**config.mk**
```make
export PLATFORM = sky130hd
export DESIGN_NAME = mult_control_flat
export DESIGN_NICKNAME = d
export VERILOG_FILES = /design/src/rtl/mult_pkg.sv /design/src/rtl/mult_control_if.sv /design/src/rtl/mult_control_iter_counter.sv /design/src/rtl/mult_control.sv /design/src/flat_wrapper.sv
export SDC_FILE = /design/constraint.sdc
export NUM_CORES = 1
export LEC_CHECK = 0
export ABC_AREA = 1
export BUFFER_PORTS_ARGS = -buffer_cell sky130_fd_sc_hd__buf_2
export CAP_MARGIN = 30
export CORE_AREA = 2 2 39 41
export CTS_CLUSTER_DIAMETER = 100
export DETAILED_ROUTE_END_ITERATION = 7
export DIE_AREA = 0 0 41 43
export PLACE_DENSITY = 0.46
export REMOVE_ABC_BUFFERS = 1
export SKIP_LAST_GASP = 1
export SLEW_MARGIN = 10
export SYNTH_ARGS = -nofsm -noshare
export SYNTH_HDL_FRONTEND = slang
export SYNTH_SLANG_ARGS = --single-unit
```
**constraint.sdc**
```tcl
create_clock -name Clk -period 2.82 [get_ports Clk]
set_input_delay 0.141 -clock Clk [delete_from_list [all_inputs] [get_ports Clk]]
set_output_delay 0.141 -clock Clk [all_outputs]
set_load 0.02 [all_outputs]
```
**src/rtl/mult_pkg.sv**
```systemverilog
// Shared types and constants for the add-shift multiplier controller and datapath.
package mult_pkg;

  localparam int WIDTH_DEF = 8;

  typedef enum logic [2:0] {
    IDLE,
    CLRXA,
    ADD,
    SHIFT,
    HOLD
  } mult_state_t;

endpackage

```
**src/rtl/mult_control_if.sv**
```systemverilog
// Operator inputs, multiplier LSB and datapath strobes between the controller and its environment.
interface mult_control_if;
  logic Run;
  logic ClearA_LoadB;
  logic M;
  logic Clr_Ld;
  logic Clear_XA;
  logic Add;
  logic Sub;
  logic Shift;
  logic Done;

  modport master (
    output Run, ClearA_LoadB, M,
    input  Clr_Ld, Clear_XA, Add, Sub, Shift, Done
  );

  modport slave (
    input  Run, ClearA_LoadB, M,
    output Clr_Ld, Clear_XA, Add, Sub, Shift, Done
  );
endinterface

```
**src/rtl/mult_control_iter_counter.sv**
```systemverilog
// Iteration counter: synchronous clear, increment enable, terminal-count flag at WIDTH-1.
module iter_counter
  import mult_pkg::*;
#(
  parameter  int WIDTH = WIDTH_DEF,
  localparam int CW    = (WIDTH > 1) ? $clog2(WIDTH) : 1
) (
  input  logic          Clk,
  input  logic          Reset,
  input  logic          clr,
  input  logic          inc,
  output logic [CW-1:0] cnt,
  output logic          tc
);

  always_ff @(posedge Clk) begin
    if (Reset || clr) cnt <= '0;
    else if (inc)     cnt <= cnt + 1'b1;
  end

  assign tc = (cnt == CW'(WIDTH - 1));

endmodule

```
**src/rtl/mult_control.sv**
```systemverilog
// Signed add-shift multiply sequencer; MULT_CTRL_ZERO_SKIP_EN folds the shift into ADD when M=0.
module mult_control
  import mult_pkg::*;
#(
  parameter int WIDTH = WIDTH_DEF
) (
  input logic           Clk,
  input logic           Reset,
  mult_control_if.slave bus
);

  localparam int CW = (WIDTH > 1) ? $clog2(WIDTH) : 1;

  mult_state_t   state, next;
  logic          cnt_clr, cnt_inc, last;
  logic [CW-1:0] cnt;
  logic          clr_ld, clear_xa, add, sub, shift, done;

  iter_counter #(.WIDTH(WIDTH)) u_cnt (
    .Clk   (Clk),
    .Reset (Reset),
    .clr   (cnt_clr),
    .inc   (cnt_inc),
    .cnt   (cnt),
    .tc    (last)
  );

  always_ff @(posedge Clk) begin
    if (Reset) state <= IDLE;
    else       state <= next;
  end

  always_comb begin
    next     = state;
    cnt_clr  = 1'b0;
    cnt_inc  = 1'b0;
    clr_ld   = 1'b0;
    clear_xa = 1'b0;
    add      = 1'b0;
    sub      = 1'b0;
    shift    = 1'b0;
    done     = 1'b0;
    unique case (state)
      IDLE: begin
        // Run wins over a simultaneous load request
        clr_ld = bus.ClearA_LoadB & ~bus.Run;
        if (bus.Run) begin
          next    = CLRXA;
          cnt_clr = 1'b1;
        end
      end
      CLRXA: begin
        clear_xa = 1'b1;
        next     = ADD;
      end
      ADD: begin
        if (bus.M) begin
          // Top multiplier bit carries negative weight in two's complement
          add  = ~last;
          sub  = last;
          next = SHIFT;
        end else begin
`ifdef MULT_CTRL_ZERO_SKIP_EN
          shift = 1'b1;
          if (last) next = HOLD;
          else      cnt_inc = 1'b1;
`else
          next = SHIFT;
`endif
        end
      end
      SHIFT: begin
        shift = 1'b1;
        if (last) next = HOLD;
        else begin
          cnt_inc = 1'b1;
          next    = ADD;
        end
      end
      HOLD: begin
        done = 1'b1;
        if (!bus.Run) next = IDLE;
      end
      default: next = IDLE;
    endcase
  end

  assign bus.Clr_Ld   = clr_ld;
  assign bus.Clear_XA = clear_xa;
  assign bus.Add      = add;
  assign bus.Sub      = sub;
  assign bus.Shift    = shift;
  assign bus.Done     = done;

endmodule

```
**src/flat_wrapper.sv**
```systemverilog
// flat-port wrapper written by rule: the top's interface ports become plain ports
module mult_control_flat import mult_pkg::*;
#(
  parameter int WIDTH = WIDTH_DEF
)
  (Clk, Reset, bus_Run, bus_ClearA_LoadB, bus_M, bus_Clr_Ld, bus_Clear_XA, bus_Add, bus_Sub, bus_Shift, bus_Done);
  mult_control_if bus_i ();
  input logic Clk;
  input logic Reset;
  input wire logic [$bits(bus_i.Run)-1:0] bus_Run;
  input wire logic [$bits(bus_i.ClearA_LoadB)-1:0] bus_ClearA_LoadB;
  input wire logic [$bits(bus_i.M)-1:0] bus_M;
  output wire logic [$bits(bus_i.Clr_Ld)-1:0] bus_Clr_Ld;
  output wire logic [$bits(bus_i.Clear_XA)-1:0] bus_Clear_XA;
  output wire logic [$bits(bus_i.Add)-1:0] bus_Add;
  output wire logic [$bits(bus_i.Sub)-1:0] bus_Sub;
  output wire logic [$bits(bus_i.Shift)-1:0] bus_Shift;
  output wire logic [$bits(bus_i.Done)-1:0] bus_Done;
  assign bus_i.Run = bus_Run;
  assign bus_i.ClearA_LoadB = bus_ClearA_LoadB;
  assign bus_i.M = bus_M;
  assign bus_Clr_Ld = bus_i.Clr_Ld;
  assign bus_Clear_XA = bus_i.Clear_XA;
  assign bus_Add = bus_i.Add;
  assign bus_Sub = bus_i.Sub;
  assign bus_Shift = bus_i.Shift;
  assign bus_Done = bus_i.Done;
  mult_control #(.WIDTH(WIDTH)) u_core (.Clk(Clk), .Reset(Reset), .bus(bus_i));
endmodule
```
==> summary.md, run 1 <==
| Metric | Value |
|---|---|
| Area growth syn-to-layout | `28.9%` |
| Diode count | `0` |
| Register Area | `120 µm²` |
| Core area | `1380 µm²` |
| Post-CTS setup buffers | `0` |
| Switching pwr | `48.8 µW` |
| Multi-input logic area | `174 µm²` |
| Crit end category | `output port` |
| Fin crit period | `1.55 ns` |
| GRT busiest layer | `met2` |
| Via density | `4.42` |
| Mux cell area share after synthesis | `0%` |
| DRC viols | `0` |
| Ys Warns | `0` |
| Power Density | `469 nW/µm²` |
| Comb power frac | `12.7%` |
| First-pass GRT wire length | `1070 µm` |
| GP Congestion | `0.669` |
| Slew headroom | `83.4%` |
| Initial DRT Pass Iterations | `3` |
| Filler cells | `175` |
| CP max stage delay | `0.35 ns` |
| Via count | `323` |
| CTS tree | `built` |
| CTS Hold Bufs | `0` |
| Post-synthesis xor/xnor area fraction | `0%` |
| Final non-filler cell area | `413 µm²` |
| CTS resizes | `0` |
| Placement Cell Area | `390 µm²` |
| Max H-tree Level | `1` |
| Cell count after synthesis | `44` |
| Clk sink count | `6` |
| Fin. max-slew vios | `0` |
| Sequential Power Share | `47.5%` |
| Worst Path Buf+Inv | `2` |
| GR Layer Usage met2 | `13.8%` |
| Max_cap viols | `0` |
| Reg clk slew, reported paths | `0.04 ns` |
| Hold WC Path Type | `input pin to flop` |
| Post-Synth Adder-Cell Area | `7.81%` |
| Clock power frac | `39.9%` |
| Total clock buffers created by CTS | `3` |
| Detailed Place HPWL | `525 µm` |
| Yosys cell types | `13` |
| Compound-Gate Fraction of Synth Area | `11.7%` |
| GRT met3 Usage | `1.57%` |
| Buffers on Ports | `10` |
| Sequential share of the synthesized area | `37.5%` |
| Initial antenna violation count | `0` |
| Skew final | `0.00264 ns` |
| Synth Area in Simple Gates | `34.8%` |
| Worst-Skew Late Latency | `0.24 ns` |
| Cell family with the largest share of critical-path delay | `flip-flops` |
| Die W | `41 µm` |
| Worst setup path start | `u_core.u_cnt.cnt[0]$_SDFFE_PP0P_` |
| RSZ-0062 raised after global routing | `no` |
| Cell chain of the critical path | `ha_1, ha_1, inv_1, nor3_1, buf_2` |
| Grt met1 use | `9.35%` |
| Setup violations, final | `0` |
| DIE AREA | `1760 µm²` |
| Crit path top cell by count | `ha_1` |
| Gr usage total | `9.45%` |
| Worst Tran Pin Value | `0.248 ns` |
| Main combinational cell family by area after synthesis | `simple AND/OR/NAND/NOR gates` |
| VDD IR max | `123 µV` |
| Crit Reg-Reg Startpoint | `u_core.u_cnt.cnt[0]$_SDFFE_PP0P_` |
| Largest net degree at the start of global routing | `7` |
| WP data arrival | `1.41 ns` |
| Final WL | `659 µm` |
| Hold_sp | `Reset` |
| Top cell type's share of synthesized area | `37.5%` |
| Int Pwr | `145 µW` |
| Root buffer cell | `clkbuf_4` |
| Total negative setup slack | `0 ns` |
| LEAKAGE | `0.000197 µW` |
| Worst Path Required | `2.68 ns` |
| Largest area contributor in the netlist | `dfxtp_1` |
| Initial Util | `23.1%` |
| Routed Antenna Nets | `0` |
| Status | `completed` |
| Count of final hold-check violations | `0` |
| Final worst-path cycle share | `55.0%` |
| Crit Path Class | `flop to output port` |
| Nets | `66` |
| CP Max Fanout | `6` |
| Fmax | `645 MHz` |
| Syn Area/Cell | `7.28 µm²` |
| Post-DR wirelength/cell | `9.03 µm` |
| Total gr overflow | `0` |
| Yosys reg bits | `6` |
| Die H | `43 µm` |
| Final hold slack | `0.0840 ns` |
| Layout cells sized above 1 | `28.1%` |
| Clock buffer depth | `2` |
| Initial DRC count | `2` |
| Cell Area, Synth | `320 µm²` |
| CP Launch Type | `flop` |
| Slowest cell on the critical path | `dfxtp_1` |
| Row cnt | `14` |
| Vias in the first global route | `303` |
| Dominant cells by area after synthesis | `dfxtp_1 (38%), nand2_1 (9.4%), inv_1 (8.2%)` |
| Sw Share | `25.2%` |
| I/O Pins | `11` |
==> kinds of logic after synthesis <==
group	count (synthesis)
adders and majority gates	2
AOI/OAI and AO/OA	7
and+or+nand+nor	22
DFF	6
buffers and inverters	7
==> worst paths after layout <==
| path | to | slack (ns) | depth (start not counted) |
|---|---|---|---|
| min | u_core.state[2]$_SDFFE_PP0P_ | 0.08 | 2 |
| max reg2reg | u_core.u_cnt.cnt[2]$_SDFFE_PP0P_ | 1.58 | 6 |
| max | bus_Sub | 1.27 | 5 |
| min reg2reg | u_core.u_cnt.cnt[1]$_SDFFE_PP0P_ | 0.47 | 2 |
==> cell usage after synthesis <==
cell,count
nand2_1,8
o21ai_0,1
inv_1,7
o211ai_1,1
nor3_1,3
nand3_1,5
nor2_4,1
nor2_1,3
dfxtp_1,6
nand2_2,1
ha_1,2
a21oi_1,5
nor3b_2,1
==> area by class of cell <==
class	instances	share of cell area, %
inverter	7	6.36
clock buffer	3	5.45
sequential	6	29.1
tap	16	4.85
timing repair buffer	10	12.1
multi-input combinational	31	42.1
==> layer usage <==
| metal | up-vias | wire length, µm |
|---|---|---|
| met4 | 0 | 0 |
| met2 | 5 | 356 |
| li1 | 172 | - |
| met1 | 146 | 289 |
| met5 | - | 0 |
| met3 | 0 | 13 |
==> power groups by stage <==
stage	clock (µW)	sequential [µW]	combinational [µW]
3_3_place_gp	0	93.4	25.1
3_5_place_dp	0	93.3	25.0
4_1_cts	83.2	91.6	25.0
6_report	77.2	91.9	24.5
2_1_floorplan	0	92.3	16.3
5_1_grt	87.8	92.0	28.2
==> through the flow <==
stage | power (µW) | cells | utilization [%] | worst slack (ns)
5_1_grt | 208 | 73 | 29.8 | 1.15
4_1_cts | 200 | 73 | 29.8 | 1.26
3_5_place_dp | 118 | 70 | 28.2 | 1.53
6_report | 194 | 73 | 29.8 | 1.27
3_3_place_gp | 119 | 70 | 28.2 | 1.56
2_1_floorplan | 109 | 44 | - | 1.44
==> cells in the final DEF (no fill, tap or decap) <==
cell and instances:
nor2_4 1, inv_1 7, a21oi_1 5, nor3_1 3, dfxtp_1 6, ha_1 2
clkbuf_4 3, nand2_1 8, o211ai_1 1, nand3_1 5, nand2_2 1, o21ai_0 1
buf_2 10, nor3b_2 1, nor2_1 3
==> sequential cells by signal, summed over array words and instances (netlist names) <==
name	count
u_core.state	3
u_core.u_cnt.cnt	3
Note: power is estimated with default switching activity, not from simulation.
==> run 2, diff against run 1 <==
- ABC_AREA: 1 -> 0
- PLACE_DENSITY: 0.46 -> 0.48
- clock period: 2.82 -> 1.4 ns (I/O delays scaled with it)
==> run 2 against run 1 <==
  * The flow now finishes with violations (negative setup slack)
  * Via count shrank 9.3%
  * Synthesized area is 0.78% higher
  * Global-route usage shrank 1.7 points
  * Setup slack lost 1.4 ns
  * Combinational power increased by 130%
  * Cell count shrank 14%
  * Routed wire length is 0.46% higher
  * Clock skew down 0.0026 ns
  * Die area did not move
  * Sequential power is 110% higher
  * Critical path type unchanged
  * Highest routed layer unchanged
==> summary.md, run 2 <==
| Metric | Value |
|---|---|
| Via count | `293` |
| Via density | `4.65` |
| Slew headroom | `76.9%` |
| Worst setup path start | `u_core.u_cnt.cnt[0]$_SDFFE_PP0P_` |
| Most frequent cells in the layout | `buf_2 (8), nor2_1 (6), dfxtp_1 (4)` |
| Most frequent cells after synthesis | `dfxtp_1 (6), nor2_1 (6)` |
| Total power draw | `396 µW` |
| Cell count after synthesis | `32` |
| Setup WS post-layout | `-0.0855 ns` |
| Area growth syn-to-layout | `49.2%` |
| CTS tree | `built` |
| Final worst-path cycle share | `106%` |
| Total clock buffers created by CTS | `3` |
| Hold_sp | `Reset` |
| Largest area contributor in the netlist | `dfxtp_1` |
| Reg2Reg Depth | `5` |
| Detailed Place HPWL | `466 µm` |
| Diode count | `0` |
| Dominant cells by area after synthesis | `dfxtp_1 (37%), ha_1 (7.8%), nor2_1 (7.0%)` |
| Syn Area/Cell | `10.1 µm²` |
| Yosys reg bits | `6` |
| LEAKAGE | `0.000212 µW` |
| Fmax | `673 MHz` |
| Row cnt | `14` |
| First-pass GRT wire length | `917 µm` |
| Failing checks | `negative setup slack` |
| Hold Crit Depth | `2` |
| DIE AREA | `1760 µm²` |
| Layout cells sized above 1 | `48.9%` |
| Async S/R FF share, synth | `0%` |
| Initial DRT Pass Iterations | `2` |
| Crit Reg-Reg Startpoint | `u_core.u_cnt.cnt[0]$_SDFFE_PP0P_` |
| Worst Path Required | `1.33 ns` |
| Post-Place Cells | `59` |
| CP Max Fanout | `3` |
| Setup violations, final | `2` |
| Final WL | `662 µm` |
| DRC viols | `0` |
| Die H | `43 µm` |
| Post-synth EDFFs | `0` |
| Final non-filler cell area | `482 µm²` |
| Die W | `41 µm` |
| Buffers on Ports | `10` |
| Top Registers | `u_core.state x3, u_core.u_cnt.cnt x3` |
| Multi-input logic area | `231 µm²` |
| Sequential share of the synthesized area | `37.2%` |
| Gr usage total | `7.75%` |
| Worst Tran Pin Value | `0.346 ns` |
| Final hold slack | `0.0412 ns` |
| Initial antenna violation count | `0` |
| Crit end category | `output port` |
| Core area | `1380 µm²` |
| VDD IR max | `438 µV` |
| GP Congestion | `0.596` |
| WP data arrival | `1.42 ns` |
| CTS Hold Bufs | `0` |
| Placement Cell Area | `397 µm²` |
| Total gr overflow | `0` |
| Sink of the worst hold path | `u_core.state[2]$_SDFFE_PP0P_` |
| Worst-Skew Late Latency | `0.23 ns` |
| Clk sink count | `6` |
| Post-DR wirelength/cell | `10.5 µm` |
| Reg2Reg Setup Slack | `0.06 ns` |
| Skew final | `0.0000473 ns` |
| Clock buffer depth | `2` |
| I/O Pins | `11` |
| Largest net degree at the start of global routing | `10` |
| RSZ-0062 raised after global routing | `yes` |
| Power Density | `821 nW/µm²` |
| Max_cap viols | `0` |
| Register Area | `123 µm²` |
| CP Launch Type | `flop` |
| Fin. max-slew vios | `0` |
| Cell Area, Synth | `323 µm²` |
| Ys Warns | `0` |
| Routed Antenna Nets | `0` |
| Synth Flop Type | `dfxtp_1` |
| Vias in the first global route | `244` |
| Fin crit period | `1.49 ns` |
| Max H-tree Level | `1` |
| Root buffer cell | `clkbuf_4` |
| Reg2reg end | `u_core.u_cnt.cnt[2]$_SDFFE_PP0P_` |
| Finished Layout Cells | `63` |
| Leading cell type in the layout, fill and taps excluded | `buf_2` |
| Status | `complete, but fails checks` |
| Crit Path Class | `flop to output port` |
| Yosys cell types | `18` |
| Count of final hold-check violations | `0` |
| Reg clk slew, reported paths | `0.04 ns` |
| Initial Util | `23.3%` |
| Nets | `56` |
| Hold WC Path Type | `input pin to flop` |
| Top cell type's share of synthesized area | `37.2%` |
| Filler cells | `148` |
| Initial DRC count | `1` |
| Total negative setup slack | `-0.150 ns` |
[run 2: repair_timing]
action                     in CTS  in global routing
resized for setup               9                  3
setup buffers                   1                  0
setup endpoints to repair       3                  2
pin swaps                       2                  2
[run 2: stage by stage]
| stage | util [%] | setup slack, ns |
|---|---|---|
| after floorplan | - | -0.0943 |
| after global placement | 28.7 | 0.00597 |
| after detailed placement | 28.7 | -0.00778 |
| after CTS | 33.5 | -0.119 |
| after global routing | 34.8 | -0.126 |
| final | 34.8 | -0.0855 |
[run 2: worst max path at each step]
stage | endpoint | slack, ns | cells past startpoint
floorplan | bus_Add | -0.09 | 3
global placement | u_core.u_cnt.cnt[2]$_SDFFE_PP0P_ | 0.006 | 5
detailed placement | u_core.u_cnt.cnt[2]$_SDFFE_PP0P_ | -0.008 | 5
CTS | bus_Add | -0.12 | 5
global route | bus_Sub | -0.13 | 6
finish | bus_Sub | -0.09 | 6
[run 2: where the power goes]
| group | switching (µW) | internal (µW) | leakage, µW |
|---|---|---|---|
| sequential | 11.9 | 177 | 0.0000498 |
| combinational | 27.5 | 28.9 | 0.000149 |
| clock | 53.5 | 96.4 | 0.0000138 |
| total | 92.9 | 303 | 0.000212 |
[run 2: critical path, cell delays in order, from the launching register on]
cell,delay [ns]
dfxtp_2,0.33
ha_4,0.16
ha_4,0.15
buf_6,0.11
buf_4,0.13
and4b_1,0.17
buf_6,0.13
[run 2: routing by layer]
metal | global-route usage, % | up-vias | wire (µm)
met4 | 4.00 | 0 | 0
met2 | 10.6 | 9 | 288
met5 | 0 | - | 0
li1 | - | 152 | -
met3 | 4.71 | 0 | 53
met1 | 9.09 | 132 | 320
[run 2: layout make-up]
type | instances | area share, %
multi-input combinational | 25 | 48.1
sequential | 6 | 25.5
timing repair buffer | 13 | 17.7
clock buffer | 3 | 4.68
tap | 16 | 4.16
[run 2: cells by family after synthesis]
kind of cell	after synthesis	synth area share [%]
compound gates	2	5.04
xor+xnor	1	2.71
fa+ha+maj	2	7.75
buf+inv	1	3.49
flops	6	37.2
mux	2	6.20
simple gates	18	37.6
